$ cat config.mk
export PLATFORM = sky130hd
export DESIGN_NAME = rr_grant_decoder
export DESIGN_NICKNAME = d
export VERILOG_FILES = /design/src/rtl/rr_grant_decoder.sv
export SDC_FILE = /design/constraint.sdc
export NUM_CORES = 1
export LEC_CHECK = 0
export ABC_AREA = 1
export CAP_MARGIN = 15
export CORE_ASPECT_RATIO = 0.9
export CORE_MARGIN = 1
export CORE_UTILIZATION = 48
export DETAILED_ROUTE_END_ITERATION = 8
export PLACE_DENSITY_LB_ADDON = 0.3
export SETUP_SLACK_MARGIN = 0.1
export SLEW_MARGIN = 5
export SYNTH_ARGS = -nofsm -noshare
export SYNTH_HDL_FRONTEND = slang
export SYNTH_SLANG_ARGS = --single-unit
export TNS_END_PERCENT = 10
$ cat constraint.sdc
create_clock -name clk_i -period 2.4 [get_ports clk_i]
set_input_delay 0.24 -clock clk_i [delete_from_list [all_inputs] [get_ports clk_i]]
set_output_delay 0.24 -clock clk_i [all_outputs]
set_load 0.005 [all_outputs]
$ cat src/rtl/rr_grant_decoder.sv
// Grant side of a round-robin arbiter: registers a one-hot grant from the coder's winner index,
// holds it until release, and advances the priority pointer. Optional hold timeout: RR_GRANT_TIMEOUT_EN.
module rr_grant_decoder #(
  parameter int REQWIDTH = 3,
  parameter int TIMEOUT  = 16
) (
  input  logic                    clk_i,
  input  logic                    rst_i,
  input  logic [2**REQWIDTH-1:0]  req_i,
  input  logic [REQWIDTH-1:0]     data_num_i,
  input  logic                    num_valid_i,
  output logic [2**REQWIDTH-1:0]  gnt_o,
  output logic [REQWIDTH-1:0]     gnt_num_o,
  output logic                    gnt_valid_o,
  output logic [REQWIDTH-1:0]     prior_o,
  output logic                    timeout_o
);

  localparam int N = 2**REQWIDTH;

  if (TIMEOUT < 2) begin : g_bad_timeout
    $error("rr_grant_decoder: TIMEOUT must be at least 2");
  end

  typedef enum logic {
    IDLE  = 1'b0,
    GRANT = 1'b1
  } state_t;

  state_t              state_q, state_d;
  logic [N-1:0]        gnt_q, gnt_d;
  logic [REQWIDTH-1:0] gnt_num_q, gnt_num_d;
  logic [REQWIDTH-1:0] prior_q, prior_d;
  logic                timeout_q, timeout_d;

`ifdef RR_GRANT_TIMEOUT_EN
  localparam int CW = $clog2(TIMEOUT + 1);
  localparam logic [CW-1:0] CNT_LAST = CW'(TIMEOUT - 1);

  logic [CW-1:0] cnt_q, cnt_d;
`endif

  always_comb begin
    state_d   = state_q;
    gnt_d     = gnt_q;
    gnt_num_d = gnt_num_q;
    prior_d   = prior_q;
    timeout_d = 1'b0;
`ifdef RR_GRANT_TIMEOUT_EN
    cnt_d     = cnt_q;
`endif
    case (state_q)
      IDLE: begin
        // An index whose request bit is low is stale or inconsistent; never grant it.
        if (num_valid_i && req_i[data_num_i]) begin
          state_d   = GRANT;
          gnt_num_d = data_num_i;
          gnt_d     = N'(1) << data_num_i;
`ifdef RR_GRANT_TIMEOUT_EN
          cnt_d     = '0;
`endif
        end
      end
      GRANT: begin
        if (!req_i[gnt_num_q]) begin
          state_d = IDLE;
          gnt_d   = '0;
          prior_d = gnt_num_q + REQWIDTH'(1);
        end
`ifdef RR_GRANT_TIMEOUT_EN
        else if (cnt_q == CNT_LAST) begin
          state_d   = IDLE;
          gnt_d     = '0;
          prior_d   = gnt_num_q + REQWIDTH'(1);
          timeout_d = 1'b1;
        end else begin
          cnt_d = cnt_q + CW'(1);
        end
`endif
      end
      default: begin
        state_d = IDLE;
        gnt_d   = '0;
      end
    endcase
  end

  always_ff @(posedge clk_i or posedge rst_i) begin
    if (rst_i) begin
      state_q   <= IDLE;
      gnt_q     <= '0;
      gnt_num_q <= '0;
      prior_q   <= '0;
      timeout_q <= 1'b0;
    end else begin
      state_q   <= state_d;
      gnt_q     <= gnt_d;
      gnt_num_q <= gnt_num_d;
      prior_q   <= prior_d;
      timeout_q <= timeout_d;
    end
  end

`ifdef RR_GRANT_TIMEOUT_EN
  always_ff @(posedge clk_i or posedge rst_i) begin
    if (rst_i) cnt_q <= '0;
    else       cnt_q <= cnt_d;
  end
`endif

  assign gnt_o       = gnt_q;
  assign gnt_num_o   = gnt_num_q;
  assign gnt_valid_o = |gnt_q;
  assign prior_o     = prior_q;
  assign timeout_o   = timeout_q;

endmodule

# Word level (Yosys, flattened, before mapping)
# Cells that the tools add are included.
[word_totals] regBits=15 latchBits=0 ramBits=0 mem_bits_ro=0 in_bits=14 word_cells=27 mem_count=0
[op_classes] add_sub_neg=1 n_mul=0 div=0 magnitude_cmp=2 n_eq_ne=2 shifts=1 n_mux=10 bitwise=2 n_reduce_logical=5
[op_table] op="$mux W8" count=2
[op_table] op="$pmux W8 S2" count=1
[op_table] op="$lt A3 B4 Y1 const B" count=2
[op_table] op="$reduce_or A8 Y1" count=1
[op_table] op="$shl A1 B3 Y8 const A" count=1
[op_table] op="$bmux W1 S3" count=2
[op_table] op="$reduce_and A2 Y1" count=3
[op_table] op="$mux W1" count=4
[op_table] op="$ne A2 B2 Y1 const B" count=2
[op_table] op="$add A3 B1 Y3 const B" count=1
[op_table] op="$not A1 Y1" count=2
[op_table] op="$pmux W1 S2" count=1
[op_table] op="$logic_and A1 B1 Y1" count=1

# Logic depth before layout (Yosys ltp)
# Gate-level depths: netlist of run 1.
[depth] ltp_word=5 mapped_depth=10 depth_no_buf=9

# Worst setup path before layout of run 1
# No wires, ideal clock.
[synth_path] path_kind="register -> register" start="register gnt_num_q[0], in the netlist gnt_num_o[0]" end="register gnt_q[2], in the netlist gnt_o[2]" arrival_ns=1.121 path_slack_ns=1.162 stages_incl_launch_ff=10 path_cell_list="dfrtp_1 > inv_2 > nand2_1 > nand3_1 > nand3_1 > nand2_2 > nand2_4 > buf_6 > nand3_1 > nand2_1"
[synth_between] elab_chain_cells=4
[synth_lines] element="start, declared" line="32" rtl="logic [REQWIDTH-1:0] gnt_num_q, gnt_num_d;"
[synth_lines] element="start signal, assigned" line="98" rtl="gnt_num_q <= gnt_num_d;"
[synth_lines] element="$bmux W1 S3" line="65" rtl="if (!req_i[gnt_num_q]) begin"
[synth_lines] element="$mux W1 (implied by the code)" line="65"
[synth_lines] element="$ne A2 B2 Y1 (no line)"
[synth_lines] element="$reduce_and A2 Y1 (no line)"
[synth_lines] element="end signal, assigned" line="97" rtl="gnt_q <= gnt_d;"
[synth_lines] element="end, declared" line="31" rtl="logic [N-1:0] gnt_q, gnt_d;"
# Every way passes these cells. The select of a mux whose other input is x is not followed.
# A chain may end at the register's enable or synchronous reset.

# Final worst setup path of run 1
[layout_path] start="register gnt_q[3], in the netlist gnt_o[3]" end="output gnt_valid_o"
[layout_between] elab_chain_cells=1
[layout_lines] element="$reduce_or A8 Y1" line="113" rtl="assign gnt_valid_o = |gnt_q;"
[layout_lines] element="end, declared" line="14" rtl="output logic gnt_valid_o,"
# Every way passes these cells.

==> results of run 1 <==
## sequential cells by signal, indices dropped and copies added (netlist names)
signal	cells
gnt_o	8
gnt_num_o	3
prior_o	3
state_q	1
## metal layers
layer,up-vias,track usage (%),part of all wire (%)
li1,457,-,-
met1,404,35.0,48
met2,32,35.5,45
met3,8,6.25,4.6
met4,0,8.89,2.3
met5,-,0,0
## logic make-up after synthesis
family                     count (synthesis)  share of synthesized area [%]
AOI/OAI and AO/OA                          7                           4.61
xor gates and xnor gates                   1                          0.949
adders and majority gates                  1                           1.35
buffers and inverters                     21                           11.7
DFF                                       15                           40.7
other                                      1                          0.406
and+or+nand+nor                           84                           40.4
## worst min-delay path by stage
stage / start / to / slack [ps] / cells after the start
after floorplan: rst_i / gnt_num_o[0]$_DFFE_PP0P_ / 140 / 1
after global placement: prior_o[1]$_DFFE_PP0P_ / prior_o[1]$_DFFE_PP0P_ / 470 / 2
after detailed placement: prior_o[1]$_DFFE_PP0P_ / prior_o[1]$_DFFE_PP0P_ / 470 / 2
after CTS: rst_i / gnt_num_o[0]$_DFFE_PP0P_ / 320 / 2
after global routing: rst_i / gnt_o[5]$_DFFE_PP0P_ / 380 / 2
final: rst_i / gnt_o[5]$_DFFE_PP0P_ / 300 / 2
## synthesized netlist by cell type
cell	n
o21ai_1	3
dfrtp_1	15
nand3_4	1
inv_4	1
ha_1	1
nand3_2	1
inv_2	1
inv_1	15
nand2_1	52
o21ai_2	2
buf_6	3
nand2_4	1
nand3_1	16
xnor2_1	1
buf_4	1
conb_1	1
nor2_1	9
nand2_2	2
o21ai_0	2
nor4_1	2
## critical path, cell delays in order, from the launching register on
cell and delay, ps:
dfrtp_1 410, nor4_1 320, nand2_1 90, clkdlybuf4s50_1 460
## cell type report
class	count	area [sq um]	share of cell area, %
clock buffer	4	26.3	2.16
inverter	17	66.3	5.44
multi-input combinational	94	440	36.1
sequential	15	375	30.8
tap	24	30.0	2.46
timing repair buffer	28	280	23.0
## power breakdown
part	switching, mW	internal, mW	leakage, nW
Sequential	0.105	0.352	0.196
Clock	0.0813	0.0645	0.0150
Combinational	0.299	0.353	0.431
==> metrics.md, run 1 <==
| Metric | Value |
|---|---|
| Clock Latency Late Sink | between 200 and 300 ps |
| Startpoint Class | register |
| Post-CTS sizing | 0 |
| CTS buffer count | 3 |
| Syn Inst Count | 130 |
| Drc violations | 0 |
| Post-CTS Setup Inserts | 0 |
| Die height | about 44 um |
| Minimum hold slack | 298 ps |
| Critical Path Sink | gnt_valid_o |
| Number of antenna violations at the first check in global routing | 0 |
| Leak Pwr | around 0.64 nW |
| Clk buf depth | 2 |
| Worst hold-check path type | in2async |
| Commonest non-fill, non-tap cell in the layout | nand2_1 |
| Final non-filler cell total | between 150 and 200 |
| Pre-CTS setup slack | around 530 ps |
| Total power | 1.26 mW |
| Sum of negative setup slack | 0 ps |
| Placed Cells | approximately 180 |
| Largest net degree at the start of global routing | 17 |
| CTS tree | yes |
| Share of the synthesized area in the top cell type | between 40% and 50% |
| Crit. Startpoint | gnt_o[3]$_DFFE_PP0P_ |
| RSZ-0062 raised after global routing | no |
| Fill cells | around 130 |
| Maximum net fanout on the critical path | 3 |
| Slew @ Worst Pin | 560 ps |
| Total wire length | 2100 um |
| Synthesized cell area | around 920 sq um |
| Leading area contributor after synthesis | dfrtp_1 |
| Fmax | roughly 560 MHz |
| Area after DPL | 1190 sq um |
| Setup crit end kind | output pin |
| Status | finished, final reports clean |
| Worst vdd ir | 758 uV |
| # IOs | 30 |
| CTS Hold Bufs | 0 |
| FF+latch count, synth | 15 |
| Syn nets | 145 |
| Tot GR Track Use | about a quarter |
| Yosys warning count | 0 |
| Drt pass-1 iters | 4 |
| Final setup margin | slightly above 600 ps |
| Area grow syn2layout | 32.0% |
| Commonest cells after routing, fill and taps aside | nand2_1, clkdlybuf4s50_1, nand3_1 |
| Fin nets | roughly 170 |
| Reg2reg end | gnt_o[3]$_DFFE_PP0P_ |
| Fraction of layout cells with a size suffix above 1 | ~7.6% |
| Worst reg-to-reg path cell count | 9 |
| Starting Density | between 50% and 60% |
| Worst EP required | roughly 2200 ps |
| Netlist cell types | 20 |
| Clock sinks | 15 |
| R2r setup slk | around 930 ps |
| Number of global-route vias before repair | 858 |
| Sequential fraction of the synthesis area | between 40 and 50% |
| Final Setup Violations | 0 |
| Core area | around 1700 sq um |
| Power Density | just over 1000 nW/um^2 |
| Vias post-DR | 901 |
| Rows | 14 |
| Final core utilization | 70.3% |
| Die W | just under 50 um |
| Clock Tree Root | clkbuf_4 |
| H-tree depth | 1 |
| Final hold vios | 0 |
| Detailed Place HPWL | 1650 um |
| Clk slew on worst S/H paths | roughly 90 ps |
| Slew Limit Fails | 0 |
| Max-Cap Viols | 0 |
| Congestion Overflow GR | 0 |
| Largest cells by area after synthesis | dfrtp_1, nand2_1, nand3_1 |
| Placer Congestion | 0.918 |
| Clock skew | 5.08 ps |
| Routed len/inst | between 10 and 15 um |
| Final ANT Viol Nets | 0 |
| Final period utilization | 74.8% |
| FF-to-FF Start | gnt_num_o[0]$_DFFE_PP0P_ |
| I/O Buffers | 28 |
| Diodes inserted | 0 |
| Die area | between 2000 and 2500 sq um |
| Vias/cell | 4.95 |
| Fin crit period | 1800 ps |
| Arrival time at the worst endpoint | between 1500 and 2000 ps |
| Relative slew slack | approximately 63% |
| Syn Area/Cell | ~7 sq um |
| Final Cell Area | about 1200 sq um |
| 1st-iter DRT viols | 26 |
| Kind of critical path | reg2out |
| First-pass GRT wire length | 3650 um |
Power figures use the tool's default switching activity.
==> inputs of run 2 (changes only) <==
CORE_UTILIZATION = 45   (was 48)
clock period = 1.84 ns   (was 2.4 ns; I/O delays follow)
==> metrics.md, run 2 (synthesis gave the netlist of run 1 again) <==
| Metric | Value |
|---|---|
| Drc violations | 0 |
| Worst vdd ir | approximately 780 uV |
| Vias/cell | between 5 and 6 |
| Combinational power share | between 50% and 60% |
| Worst hold-check path type | in2async |
| Total wire length | roughly 2200 um |
| Relative slew slack | approximately 62% |
| Max incr delay on CP | roughly 560 ps |
| Fmax | between 600 and 700 MHz |
| Int Pwr | 999 uW |
| Leak Pwr | 0.656 nW |
| Crit. Startpoint | gnt_num_o[0]$_DFFE_PP0P_ |
| Commonest cells after routing, fill and taps aside | nand2_1, clkdlybuf4s50_1, nand3_1 |
| Fin crit period | roughly 1600 ps |
| Final period utilization | 85.4% |
| Die height | about 45 um |
| FF-to-FF Start | gnt_num_o[0]$_DFFE_PP0P_ |
| Reg2reg end | gnt_o[1]$_DFFE_PP0P_ |
| Switching Power | around 650 uW |
| Die W | around 50 um |
| Final hold vios | 0 |
| Vias post-DR | 923 |
| 1st-iter DRT viols | 18 |
| Clock skew | 5.73 ps |
| Placed Cells | 179 |
| Area after DPL | roughly 1200 sq um |
| Slew @ Worst Pin | between 500 and 600 ps |
| Status | finished, final reports clean |
| Area grow syn2layout | 33.2% |
| Path length in cells of the critical path | 1 |
| Final non-filler cell total | roughly 180 |
| RSZ-0062 raised after global routing | no |
| Worst reg-to-reg path cell count | 9 |
| Drt pass-1 iters | 4 |
| Final Cell Area | approximately 1200 sq um |
| Setup crit end kind | output pin |
| Fill cells | about 180 |
| Sum of negative setup slack | 0 ps |
| Fraction of layout cells with a size suffix above 1 | roughly 8.9% |
| Bufs and invs on worst path | 1 |
| H-tree depth | 1 |
| Slowest cell on crit path | clkdlybuf4s50_1 |
| Final ANT Viol Nets | 0 |
| First-pass GRT wire length | 3670 um |
| Clock sinks | 15 |
| Congestion Overflow GR | 0 |
| R2r setup slk | between 300 and 400 ps |
| Slew Limit Fails | 0 |
| CP delay by family, top | buffers and inverters |
| Largest net degree at the start of global routing | 17 |
| Core area | about 1900 sq um |
| Clock share of power | a little under an eighth |
| Diodes inserted | 0 |
| Starting Density | between 40% and 50% |
| Seq pwr share | between 30% and 40% |
| Die area | approximately 2200 sq um |
| Critical Path Sink | gnt_num_o[0] |
| Fin nets | between 150 and 200 |
| Startpoint Class | register |
| Final Setup Violations | 0 |
| # IOs | 30 |
| Post-CTS Setup Inserts | 0 |
| Clk buf depth | 2 |
| Clock Tree Root | clkbuf_4 |
| Number of antenna violations at the first check in global routing | 0 |
| I/O Buffers | 28 |
| Number of global-route vias before repair | around 840 |
| Commonest non-fill, non-tap cell in the layout | nand2_1 |
| Worst EP required | 1660 ps |
| Tot GR Track Use | ~22% |
| Detailed Place HPWL | about 1700 um |
| Sw Ratio | between 30% and 40% |
| Max reg flops | 8 |
| Kind of critical path | reg2out |
| CTS tree | yes |
| Maximum net fanout on the critical path | 9 |
| Power Density | between 1000 and 1500 nW/um^2 |
| Clk slew on worst S/H paths | ~90 ps |
| Arrival time at the worst endpoint | 1390 ps |
| Crit-path cells | clkdlybuf4s50_1 |
| Clock Latency Late Sink | ~290 ps |
| Max-Cap Viols | 0 |
| Total power | 1.65 mW |
| Routed len/inst | around 12 um |
| CTS Hold Bufs | 0 |
| CTS buffer count | 3 |
| Rows | 15 |
| Placer Congestion | between 0.9 and 1 |
run 2: cell types whose count changed in the layout (fill, tap and decap cells not counted), sizes merged:
| cell | change |
|---|---|
| clkbuf | -1 |
| clkdlybuf4s50 | -1 |
| clkinv | +1 |
| dlymetal6s2s | +1 |
run 2: power by group through the flow:
stage / Combinational, mW / Clock, mW / Sequential (mW)
finish: 0.849 / 0.190 / 0.609
global route: 0.955 / 0.214 / 0.630
CTS: 0.867 / 0.198 / 0.606
detailed placement: 0.851 / 0 / 0.606
global placement: 0.833 / 0 / 0.600
floorplan: 0.461 / 0 / 0.593
run 2: timing repair:
action | 4_1_cts | 5_1_grt
endpoints found under the hold margin | 0 | 0
setup endpoints to repair | 1 | 1
resized for setup | 1 | 1
pin swaps | 0 | 1
run 2: how the worst min path moves through the flow:
stage	end	from	slack, ps	cells after the start
after global placement	prior_o[1]$_DFFE_PP0P_	prior_o[1]$_DFFE_PP0P_	460	2
after floorplan	gnt_num_o[0]$_DFFE_PP0P_	rst_i	90	1
after CTS	prior_o[1]$_DFFE_PP0P_	rst_i	260	2
after global routing	prior_o[1]$_DFFE_PP0P_	rst_i	320	2
final	prior_o[1]$_DFFE_PP0P_	rst_i	250	2
after detailed placement	prior_o[1]$_DFFE_PP0P_	prior_o[1]$_DFFE_PP0P_	470	2
run 2: stage by stage:
stage               worst slack (ps)  util (%)  hold slack, ps
floorplan                        602         -            85.5
global placement                 113      62.4             465
detailed placement              29.6      62.4             471
CTS                              111      64.1             258
global route                     185      64.2             317
finish                           269      64.2             246
run 2: layer usage:
layer  share of wire [%]  vias to the layer above  track usage, %
met3                 6.1                        4            6.73
met4                0.73                        0            3.43
met2                  49                       30            39.2
met1                  44                      428            26.9
li1                    -                      461               -
met5                   0                        -               0
run 2: final cells by class:
cell class | count | area (sq um) | area share [%]
Multi-Input combinational cell | 94 | 447 | 36.3
Sequential cell | 15 | 375 | 30.5
Timing Repair Buffer | 28 | 283 | 23.0
Inverter | 17 | 66.3 | 5.39
Tap cell | 25 | 31.3 | 2.54
Clock buffer | 3 | 22.5 | 1.83
Clock inverter | 1 | 5.00 | 0.407
==> inputs of run 3 (changes only) <==
RECOVER_POWER = 50   (was not set)
==> metrics.md, run 3 (synthesis gave the netlist of run 1 again) <==
| Metric | Value |
|---|---|
| Status | finished, final reports clean |
| # IOs | 30 |
| Final period utilization | between 80 and 90% |
| CTS buffer count | 3 |
| Drt pass-1 iters | 4 |
| Max reg flops | 8 |
| Final hold vios | 0 |
| Clk buf depth | 2 |
| Number of global-route vias before repair | 843 |
| Clock skew | 5.73 ps |
| Final Setup Violations | 0 |
| Drc violations | 0 |
| Post-CTS Setup Inserts | 0 |
| Kind of critical path | in2reg |
| Fill cells | 184 |
| RSZ-0062 raised after global routing | no |
| Fraction of layout cells with a size suffix above 1 | 8.86% |
| Startpoint Class | primary input |
| Slew Limit Fails | 0 |
| Leak Pwr | around 0.67 nW |
| Relative slew slack | roughly 62% |
| Commonest non-fill, non-tap cell in the layout | nand2_1 |
| Max-Cap Viols | 0 |
| Area grow syn2layout | 33.2% |
| Total power | 1.63 mW |
| Clock Tree Root | clkbuf_4 |
| Setup crit end kind | register |
| Top Metal Used | met4 |
| H-tree depth | 1 |
| Diodes inserted | 0 |
| Power Density | about 1300 nW/um^2 |
| R2r setup slk | between 300 and 400 ps |
| Maximum net fanout on the critical path | 16 |
| Tot GR Track Use | a little over a fifth |
| Worst vdd ir | between 700 and 800 uV |
| Clock sinks | 15 |
| DR WL met2 | about 1100 um |
| Clk slew on worst S/H paths | 90 ps |
| Detailed Place HPWL | about 1700 um |
| Met3 WL | between 100 and 150 um |
| Multi-input logic area | around 450 sq um |
| Vias post-DR | 924 |
| 1st-iter DRT viols | 18 |
| Flip-flop and latch area | 375 sq um |
| Rows | 15 |
| Starting Density | roughly half |
| Die W | slightly below 50 um |
| Vias/cell | about 5.0 |
| Sum of negative setup slack | 0 ps |
| Number of antenna violations at the first check in global routing | 0 |
| Fin crit period | 1600 ps |
| Core area | roughly 1900 sq um |
| Clock Latency Late Sink | approximately 290 ps |
| Fin nets | 174 |
| Fmax | around 630 MHz |
| First-pass GRT wire length | 3670 um |
| CTS Hold Bufs | 0 |
| Congestion Overflow GR | 0 |
| Routed len/inst | around 12 um |
| Arrival time at the worst endpoint | 1780 ps |
| Die height | between 40 and 50 um |
| Worst EP required | slightly above 2000 ps |
| CTS tree | yes |
| Commonest cells after routing, fill and taps aside | nand2_1, clkdlybuf4s50_1, nand3_1 |
| Wire length on met1 | 954 um |
| Die area | 2240 sq um |
| I/O Buffers | 28 |
| Largest net degree at the start of global routing | 17 |
| Total wire length | between 2000 and 2500 um |
| Worst hold-check path type | in2async |
| Placer Congestion | 0.905 |
| Slew @ Worst Pin | roughly 570 ps |
| Final ANT Viol Nets | 0 |
[run 3: critical path, stage by stage]
cell	delay, ps
dlygate4sd3_1	720
inv_4	90
nand2_1	80
nand2_1	50
nand2_1	60
nand3_1	120
nand3_4	180
nand2_2	150
nand2_1	100
nand2_1	60
[run 3: stage by stage]
stage	utilization (%)	cells	hold slack, ps	worst slack, ps	instance area, sq um
3_5_place_dp	62.4	179	471	29.6	1190
6_report	64.2	183	385	242	1230
3_3_place_gp	62.4	179	465	113	1190
5_1_grt	64.2	183	451	152	1230
2_1_floorplan	-	130	85.5	602	923
4_1_cts	64.1	183	258	111	1230
[run 3: final cells by class]
cell class	instances	area share, %
multi-input cells	94	36.3
inverters	17	5.39
well taps	25	2.54
clock buffers	3	1.83
clock inverters	1	0.407
flip-flops and latches	15	30.5
repair buffers	28	23.0
[run 3: metal layers]
layer / up-vias / GRT usage (%)
met5: - / 0
met4: 0 / 3.43
met2: 30 / 39.2
li1: 461 / -
met1: 429 / 26.9
met3: 4 / 6.73
[run 3: repair_timing]
| item | 4_1_cts | 5_1_grt |
|---|---|---|
| endpoints found under the setup margin | 1 | 1 |
| endpoints found under the hold margin | 0 | 0 |
| resized for setup | 1 | 1 |
| pin swaps | 0 | 1 |
[run 3: path summary, 6_finish.rpt]
kind	startpoint	to	depth (start not counted)
worst min register to register	prior_o[1]$_DFFE_PP0P_	prior_o[1]$_DFFE_PP0P_	2
worst max register to register	gnt_num_o[0]$_DFFE_PP0P_	gnt_o[1]$_DFFE_PP0P_	9
worst min-delay path	rst_i	prior_o[1]$_DFFE_PP0P_	2
worst max-delay path	data_num_i[0]	gnt_o[1]$_DFFE_PP0P_	10
max in group asynchronous	rst_i	gnt_o[0]$_DFFE_PP0P_	2
min in group clk_i	prior_o[1]$_DFFE_PP0P_	prior_o[1]$_DFFE_PP0P_	2
[run 3: report_power, final]
| group | switching, mW | internal (mW) |
|---|---|---|
| registers | 0.147 | 0.459 |
| clock network | 0.109 | 0.0808 |
| logic | 0.390 | 0.438 |
| total | 0.646 | 0.979 |
